File: config.mk
export PLATFORM = sky130hd
export DESIGN_NAME = instr_stream_encoder_flat
export DESIGN_NICKNAME = d
export VERILOG_FILES = /design/src/rtl/instr_stream_encoder_if.sv /design/src/rtl/instr_stream_encoder.sv /design/src/flat_wrapper.sv
export SDC_FILE = /design/constraint.sdc
export NUM_CORES = 1
export LEC_CHECK = 0
export CORE_UTILIZATION = 35
export CTS_BUF_LIST = sky130_fd_sc_hd__clkbuf_8
export DETAILED_ROUTE_END_ITERATION = 8
export MAX_ROUTING_LAYER = met4
export PLACE_DENSITY = 0.65
export SYNTH_ARGS = -nofsm -noshare
export SYNTH_HDL_FRONTEND = slang
export SYNTH_SLANG_ARGS = --single-unit
File: constraint.sdc
create_clock -name clk -period 3.8 [get_ports clk]
set_clock_uncertainty 0.1 [all_clocks]
set_input_delay 0.57 -clock clk [delete_from_list [all_inputs] [get_ports clk]]
set_output_delay 0.57 -clock clk [all_outputs]
set_load 0.005 [all_outputs]
File: src/rtl/instr_stream_encoder_if.sv
// Instruction stream encoder bus.
// Carries the load-source handshake, control strobes, the instruction-memory
// write port and the status outputs. Clock and reset stay outside the bundle.
interface instr_stream_encoder_if;
  logic        in_valid;
  logic        in_ready;
  logic [4:0]  in_opcode;
  logic [2:0]  in_rd;
  logic [2:0]  in_rs;
  logic [4:0]  in_flags;
  logic [15:0] in_imm;
  logic        load;
  logic [15:0] start_addr;
  logic        finish;
  logic [15:0] mem_addr;
  logic [15:0] mem_wdata;
  logic        mem_wen;
  logic [15:0] wr_ptr;
  logic        full;
  logic        done;

  // Encoder side: consumes fields and control, drives memory port and status
  modport slave (
    input  in_valid, in_opcode, in_rd, in_rs, in_flags, in_imm,
           load, start_addr, finish,
    output in_ready, mem_addr, mem_wdata, mem_wen, wr_ptr, full, done
  );

  // Loader side: produces fields and control, observes memory port and status
  modport master (
    output in_valid, in_opcode, in_rd, in_rs, in_flags, in_imm,
           load, start_addr, finish,
    input  in_ready, mem_addr, mem_wdata, mem_wen, wr_ptr, full, done
  );
endinterface

File: src/rtl/instr_stream_encoder.sv
// Instruction stream encoder.
// Packs opcode/rd/rs/flags into 16-bit instruction words, appends the
// immediate for two-word opcodes, writes them sequentially into instruction
// memory and terminates the image with an STP word. All memory outputs are
// registered: a word accepted on an edge is visible on the write port during
// the following cycle, and the FSM state names what is being written then.
module instr_stream_encoder #(
  parameter logic [15:0] LAST_ADDR = 16'hFFFF
) (
  input  logic clk,
  input  logic reset,
  instr_stream_encoder_if.slave bus
);

  localparam logic [1:0] S_IDLE  = 2'd0;
  localparam logic [1:0] S_EMIT1 = 2'd1;
  localparam logic [1:0] S_EMIT2 = 2'd2;
  localparam logic [1:0] S_STOP  = 2'd3;

  localparam logic [15:0] STP_WORD = 16'hF800;

  // Two-word opcodes carry an immediate N in the following word
  function automatic logic isTwoWord(input logic [4:0] op);
    logic result;
    case (op)
      5'b00001, 5'b00011, 5'b00101, 5'b01001,
      5'b01011, 5'b01101, 5'b01111, 5'b10111: result = 1'b1;
      default:                                result = 1'b0;
    endcase
    return result;
  endfunction

  logic [1:0]  r_state;
  logic [16:0] r_wrPtr;
  logic        r_done;
  logic        r_finishPending;
  logic        r_twoWord;
  logic [15:0] r_imm;
  logic        r_memWen;
  logic [15:0] r_memAddr;
  logic [15:0] r_memWdata;

  logic [16:0] w_limit;
  logic [16:0] w_free;
  logic        w_full;
  logic        w_readyBase;
  logic        w_inReady;
  logic        w_accept;
  logic        w_finishReq;
  logic        w_stopNext;
  logic [15:0] w_word1;
  logic        w_isTwoWord;
  logic [16:0] w_ptrInc;

  // The pointer is kept one bit wider so that running past LAST_ADDR is
  // visible as "no free space" instead of silently wrapping to address 0.
  assign w_limit     = {1'b0, LAST_ADDR} + 17'd1;
  assign w_free      = (r_wrPtr > {1'b0, LAST_ADDR}) ? 17'd0 : (w_limit - r_wrPtr);
  assign w_full      = (w_free < 17'd3);
  assign w_readyBase = !w_full && !r_done && !r_finishPending && !reset;
  assign w_inReady   = ((r_state == S_IDLE) || ((r_state == S_EMIT1) && !r_twoWord))
                       && w_readyBase;
  assign w_accept    = bus.in_valid && w_inReady;
  assign w_finishReq = bus.finish && !r_done;
  assign w_stopNext  = r_finishPending || w_finishReq;
  assign w_word1     = {bus.in_opcode, bus.in_rd, bus.in_rs, bus.in_flags};
  assign w_isTwoWord = isTwoWord(bus.in_opcode);
  assign w_ptrInc    = r_wrPtr + 17'd1;

  assign bus.in_ready  = w_inReady;
  assign bus.mem_addr  = r_memAddr;
  assign bus.mem_wdata = r_memWdata;
  assign bus.mem_wen   = r_memWen;
  assign bus.wr_ptr    = r_wrPtr[15:0];
  assign bus.full      = w_full;
  assign bus.done      = r_done;

  // Sequencer: registers each memory write together with the state that
  // shows it, advances the pointer, and tracks the pending/sticky STP status.
  always_ff @(posedge clk) begin
    if (reset) begin
      r_state         <= S_IDLE;
      r_wrPtr         <= 17'd0;
      r_done          <= 1'b0;
      r_finishPending <= 1'b0;
      r_twoWord       <= 1'b0;
      r_imm           <= 16'd0;
      r_memWen        <= 1'b0;
      r_memAddr       <= 16'd0;
      r_memWdata      <= 16'd0;
    end else begin
      r_memWen <= 1'b0;
      case (r_state)
        S_IDLE: begin
          if (w_accept) begin
            r_memWen   <= 1'b1;
            r_memAddr  <= r_wrPtr[15:0];
            r_memWdata <= w_word1;
            r_wrPtr    <= w_ptrInc;
            r_twoWord  <= w_isTwoWord;
            r_imm      <= bus.in_imm;
            r_state    <= S_EMIT1;
            if (w_finishReq) r_finishPending <= 1'b1;
          end else if (w_finishReq) begin
            r_memWen        <= 1'b1;
            r_memAddr       <= r_wrPtr[15:0];
            r_memWdata      <= STP_WORD;
            r_wrPtr         <= w_ptrInc;
            r_done          <= 1'b1;
            r_finishPending <= 1'b0;
            r_state         <= S_STOP;
          end else if (bus.load) begin
            r_wrPtr <= {1'b0, bus.start_addr};
            r_done  <= 1'b0;
          end
        end
        S_EMIT1: begin
          if (r_twoWord) begin
            r_memWen   <= 1'b1;
            r_memAddr  <= r_wrPtr[15:0];
            r_memWdata <= r_imm;
            r_wrPtr    <= w_ptrInc;
            r_state    <= S_EMIT2;
            if (w_finishReq) r_finishPending <= 1'b1;
          end else if (w_accept) begin
            r_memWen   <= 1'b1;
            r_memAddr  <= r_wrPtr[15:0];
            r_memWdata <= w_word1;
            r_wrPtr    <= w_ptrInc;
            r_twoWord  <= w_isTwoWord;
            r_imm      <= bus.in_imm;
            r_state    <= S_EMIT1;
            if (w_finishReq) r_finishPending <= 1'b1;
          end else if (w_stopNext) begin
            r_memWen        <= 1'b1;
            r_memAddr       <= r_wrPtr[15:0];
            r_memWdata      <= STP_WORD;
            r_wrPtr         <= w_ptrInc;
            r_done          <= 1'b1;
            r_finishPending <= 1'b0;
            r_state         <= S_STOP;
          end else begin
            r_state <= S_IDLE;
          end
        end
        S_EMIT2: begin
          if (w_stopNext) begin
            r_memWen        <= 1'b1;
            r_memAddr       <= r_wrPtr[15:0];
            r_memWdata      <= STP_WORD;
            r_wrPtr         <= w_ptrInc;
            r_done          <= 1'b1;
            r_finishPending <= 1'b0;
            r_state         <= S_STOP;
          end else begin
            r_state <= S_IDLE;
          end
        end
        S_STOP: begin
          r_state <= S_IDLE;
        end
        default: begin
          r_state <= S_IDLE;
        end
      endcase
    end
  end

endmodule

File: src/flat_wrapper.sv
// flat-port wrapper written by rule: the top's interface ports become plain ports
module instr_stream_encoder_flat 
#(
  parameter logic [15:0] LAST_ADDR = 16'hFFFF
)
  (clk, reset, bus_in_valid, bus_in_opcode, bus_in_rd, bus_in_rs, bus_in_flags, bus_in_imm, bus_load, bus_start_addr, bus_finish, bus_in_ready, bus_mem_addr, bus_mem_wdata, bus_mem_wen, bus_wr_ptr, bus_full, bus_done);
  instr_stream_encoder_if bus_i ();
  input  logic clk;
  input  logic reset;
  input wire logic [$bits(bus_i.in_valid)-1:0] bus_in_valid;
  input wire logic [$bits(bus_i.in_opcode)-1:0] bus_in_opcode;
  input wire logic [$bits(bus_i.in_rd)-1:0] bus_in_rd;
  input wire logic [$bits(bus_i.in_rs)-1:0] bus_in_rs;
  input wire logic [$bits(bus_i.in_flags)-1:0] bus_in_flags;
  input wire logic [$bits(bus_i.in_imm)-1:0] bus_in_imm;
  input wire logic [$bits(bus_i.load)-1:0] bus_load;
  input wire logic [$bits(bus_i.start_addr)-1:0] bus_start_addr;
  input wire logic [$bits(bus_i.finish)-1:0] bus_finish;
  output wire logic [$bits(bus_i.in_ready)-1:0] bus_in_ready;
  output wire logic [$bits(bus_i.mem_addr)-1:0] bus_mem_addr;
  output wire logic [$bits(bus_i.mem_wdata)-1:0] bus_mem_wdata;
  output wire logic [$bits(bus_i.mem_wen)-1:0] bus_mem_wen;
  output wire logic [$bits(bus_i.wr_ptr)-1:0] bus_wr_ptr;
  output wire logic [$bits(bus_i.full)-1:0] bus_full;
  output wire logic [$bits(bus_i.done)-1:0] bus_done;
  assign bus_i.in_valid = bus_in_valid;
  assign bus_i.in_opcode = bus_in_opcode;
  assign bus_i.in_rd = bus_in_rd;
  assign bus_i.in_rs = bus_in_rs;
  assign bus_i.in_flags = bus_in_flags;
  assign bus_i.in_imm = bus_in_imm;
  assign bus_i.load = bus_load;
  assign bus_i.start_addr = bus_start_addr;
  assign bus_i.finish = bus_finish;
  assign bus_in_ready = bus_i.in_ready;
  assign bus_mem_addr = bus_i.mem_addr;
  assign bus_mem_wdata = bus_i.mem_wdata;
  assign bus_mem_wen = bus_i.mem_wen;
  assign bus_wr_ptr = bus_i.wr_ptr;
  assign bus_full = bus_i.full;
  assign bus_done = bus_i.done;
  instr_stream_encoder #(.LAST_ADDR(LAST_ADDR)) u_core (.clk(clk), .reset(reset), .bus(bus_i));
endmodule
==> results.cfg <==
[outcome]
run_status = finished clean

[yosys]
synthMuxAreaShare_pct = 0.370
synth-main-ff-cell = dfxtp_1
synth.cell_area_um2 = 5410
synth_sequential_area_ratio_pct = 26.3
main_combinational_cell_family_by_area_after_synthesis = compound AO/OA/AOI/OAI gates
synth_simple_gate_area_share_pct = 21.6
syn_nets = 793
post_synth_xor_xnor_area_pct = 3.08
number_of_synthesized_flops_with_an_enable_pin = 0
async_reset_ff_share_pct = 0
mean_instance_size_in_the_synthesized_netlist_um2 = 7.39
synth.ff_latch_count = 71
netlist-cell-type-count = 66
synth_compound_area_share_pct = 36.8
mapped_cells = 732
ys_warn_count = 0
synth_fa_ha_area_share_pct = 1.85

[layout]
area.growth.synth_to_final_pct = 27.1
num-nets-final = 865
post-route-cell-area_um2 = 6880
final_standard_cell_count_with_taps_included_and_fillers_excluded = 997
num_antenna_cells = 0
layout_commonest_cell = clkdlybuf4s50_1
drive_gt1_share_pct = 12.7
most-common-layout-cells = 103 x clkdlybuf4s50_1, 89 x nand2_1, 72 x a21oi_1

[worst_setup_path]
critical-path-max-stage-delay_ns = 0.56
path_max_fanout = 8
r2r_end = u_core.r_imm[14]
cp_slowest_cell = or4_4
worst-endpoint-required_ns = 3.13
critical_path.startpoint_type = flip-flop
crit_path_cell_trace = buf_4, or4_4, nor3_2, o21ai_0, a2111oi_2, buf_4, a21o_1, clkdlybuf4s50_1
critPathMostFrequentCell = buf_4
path_class = flip-flop to primary output
crit_path_dat_ns = 3.02
reg2reg_from = u_core.r_wrPtr[0]
critPathCaptureType = primary output
setup_slack_of_the_worst_register_to_register_path_ns = 0.44
worst_r2r_path_depth = 13

[placement]
routabilityCongestion = 1.02
count_of_buffers_from_port_buffering = 104
cell_count_after_placement = 979
dpl.hpwl_um = 13700
placed_area_um2 = 6640
dp_slack_ns = 0.396

[routing]
vias = 6119
ant_nets = 0
routed_wire_length_per_instance_um = 19.6
totalWireLength_um = 19600
post-route-drc-count = 0
drt_pre_antenna_iters = 6
drt-initial-drc-count = 665
via_density = 6.14

[clocking]
hold_buffers = 0
cts.htree.levels = 3
cts_tree = yes
clock-sinks = 71
clockBufferDepth = 2
clock_pin_slew_of_the_registers_on_the_worst_case_setup_and_hold_paths_ns = 0.09
clk_root_buffer_cell = clkbuf_8
clk-insertion-delay-late_ns = 0.38
cts-buffers-inserted = 9

[power]
power_leakage_nw = 2.34
power.sequential.fraction_pct = 18.6
switchingPower_mw = 3.11
design_power_total_mw = 6.18
switching_share_pct = 50.3
share_clk_of_total_power_pct = 10.7
power.ir.vdd_worst_uv = 357
cellPowerDensity_nw_per_um2 = 899
power.internal_mw = 3.07
p_comb_share_pct = 70.7

[sta]
final_setup_vio_count = 0
fin_crit_ns = 3.69
fin_worst_hold_slack_ns = 0.365
period_share_pct = 97.2
endpoints_failing_hold = 0
max_clock_freq_mhz = 271
maxSlewViolCount = 0
slew_headroom_pct = 39.3
tightestPinTransition_ns = 0.907
setup_ws_ns = 0.106

[hold_path]
hold_path_startpoint = u_core.r_imm[15]
min-delay-path-class = flip-flop to flip-flop
worst_hold_path.endpoint = u_core.r_imm[15]
hold_path_depth = 2

[floorplanning]
design.core.area_um2 = 15100
ioPinCount = 105
start_util_pct = 35.7
dieWidth_um = 126
die_height_um = 126
die-area_um2 = 16000
num_rows = 45

[grt]
grt_start_max_net_pins = 63
number_of_global_route_vias_before_repair = 5589
global_route.overflow_total = 0
wire_length_of_the_first_global_routing_pass_um = 30900
antenna_found_initial = 0
global_route.usage.total_pct = 25.4

[job]
cap_viol_max_count = 0
worst max path at each step:
| stage | startpoint | end | cells past startpoint |
|---|---|---|---|
| after global routing | u_core.r_wrPtr[0] | bus_full | 8 |
| final | u_core.r_wrPtr[0] | bus_full | 8 |
| after floorplan | u_core.r_wrPtr[2] | u_core.r_wrPtr[2] | 13 |
| after CTS | u_core.r_wrPtr[0] | bus_full | 8 |
| after global placement | u_core.r_wrPtr[0] | u_core.r_wrPtr[12] | 11 |
| after detailed placement | u_core.r_wrPtr[0] | bus_full | 8 |
repair_timing:
item | in CTS | in global routing
setup buffers | 0 | 2
setup endpoints to repair | 2 | 2
gates resized for setup | 1 | 2
pin swaps | 0 | 1
layer usage:
metal / track usage, % / vias to the layer above / share of wire (%)
met5: - / - / 0
met4: 10.6 / 0 / 3.1
met3: 5.15 / 45 / 9.6
met2: 37.2 / 343 / 43
met1: 33.8 / 2838 / 44
li1: - / 2893 / -
final cells by class:
type / instances / area [um^2]
Fill cell: 1518 / 8270
Sequential cell: 71 / 1420
Timing Repair Buffer: 157 / 1470
Clock buffer: 9 / 124
Multi-Input combinational cell: 548 / 3480
Tap cell: 188 / 235
Clock inverter: 7 / 81.3
Inverter: 17 / 63.8
logic make-up after synthesis:
| group | Yosys count |
|---|---|
| xor gates and xnor gates | 19 |
| DFF | 71 |
| muxes | 2 |
| and+or+nand+nor | 236 |
| buffers and inverters | 113 |
| AOI/OAI and AO/OA | 283 |
| adders and majority gates | 8 |
through the flow:
stage / util, % / setup TNS (ns)
2_1_floorplan: - / 0
3_3_place_gp: 43.8 / 0
3_5_place_dp: 43.8 / 0
4_1_cts: 45.2 / 0
5_1_grt: 45.4 / -0.00109
6_report: 45.4 / 0
synth_stat cells (10+ instances only):
library cell	instances	area [um^2]
a211oi_1	11	82.6
a21o_1	13	97.6
a21oi_1	72	360
a221o_1	12	120
a311oi_1	10	87.6
a31oi_1	14	87.6
a32oi_1	12	105
buf_2	14	70.1
buf_4	19	143
clkbuf_1	54	203
dfxtp_1	71	1420
inv_1	16	60.1
nand2_1	89	334
nand3_1	30	150
nor2_1	44	165
nor3_1	15	75.1
o211ai_1	20	150
o21ai_0	40	200
o32ai_1	12	105
or3_1	10	62.6
xnor2_1	16	140
registers in the layout (all words and copies together), names as in the netlist:
| name | cells |
|---|---|
| u_core.bus.done | 1 |
| u_core.bus.mem_addr | 16 |
| u_core.bus.mem_wdata | 16 |
| u_core.bus.mem_wen | 1 |
| u_core.r_finishPending | 1 |
| u_core.r_imm | 16 |
| u_core.r_state | 2 |
| u_core.r_twoWord | 1 |
| u_core.r_wrPtr | 17 |
power groups by stage:
stage,Combinational (mW),Sequential [mW],Clock [mW]
detailed placement,4.23,1.16,0
floorplan,2.97,1.12,0
finish,4.37,1.15,0.662
global route,4.74,1.18,0.700
global placement,4.21,1.16,0
CTS,4.26,1.15,0.668
worst max-delay path: cells and delay by family (launching register included):
| family | cells | cell delay (ns) |
|---|---|---|
| AOI/OAI and AO/OA | 3 | 0.67 |
| buffers and inverters | 3 | 0.89 |
| DFF | 1 | 0.34 |
| and+or+nand+nor | 2 | 0.76 |
No activity file was read; power rests on OpenSTA's default activity.
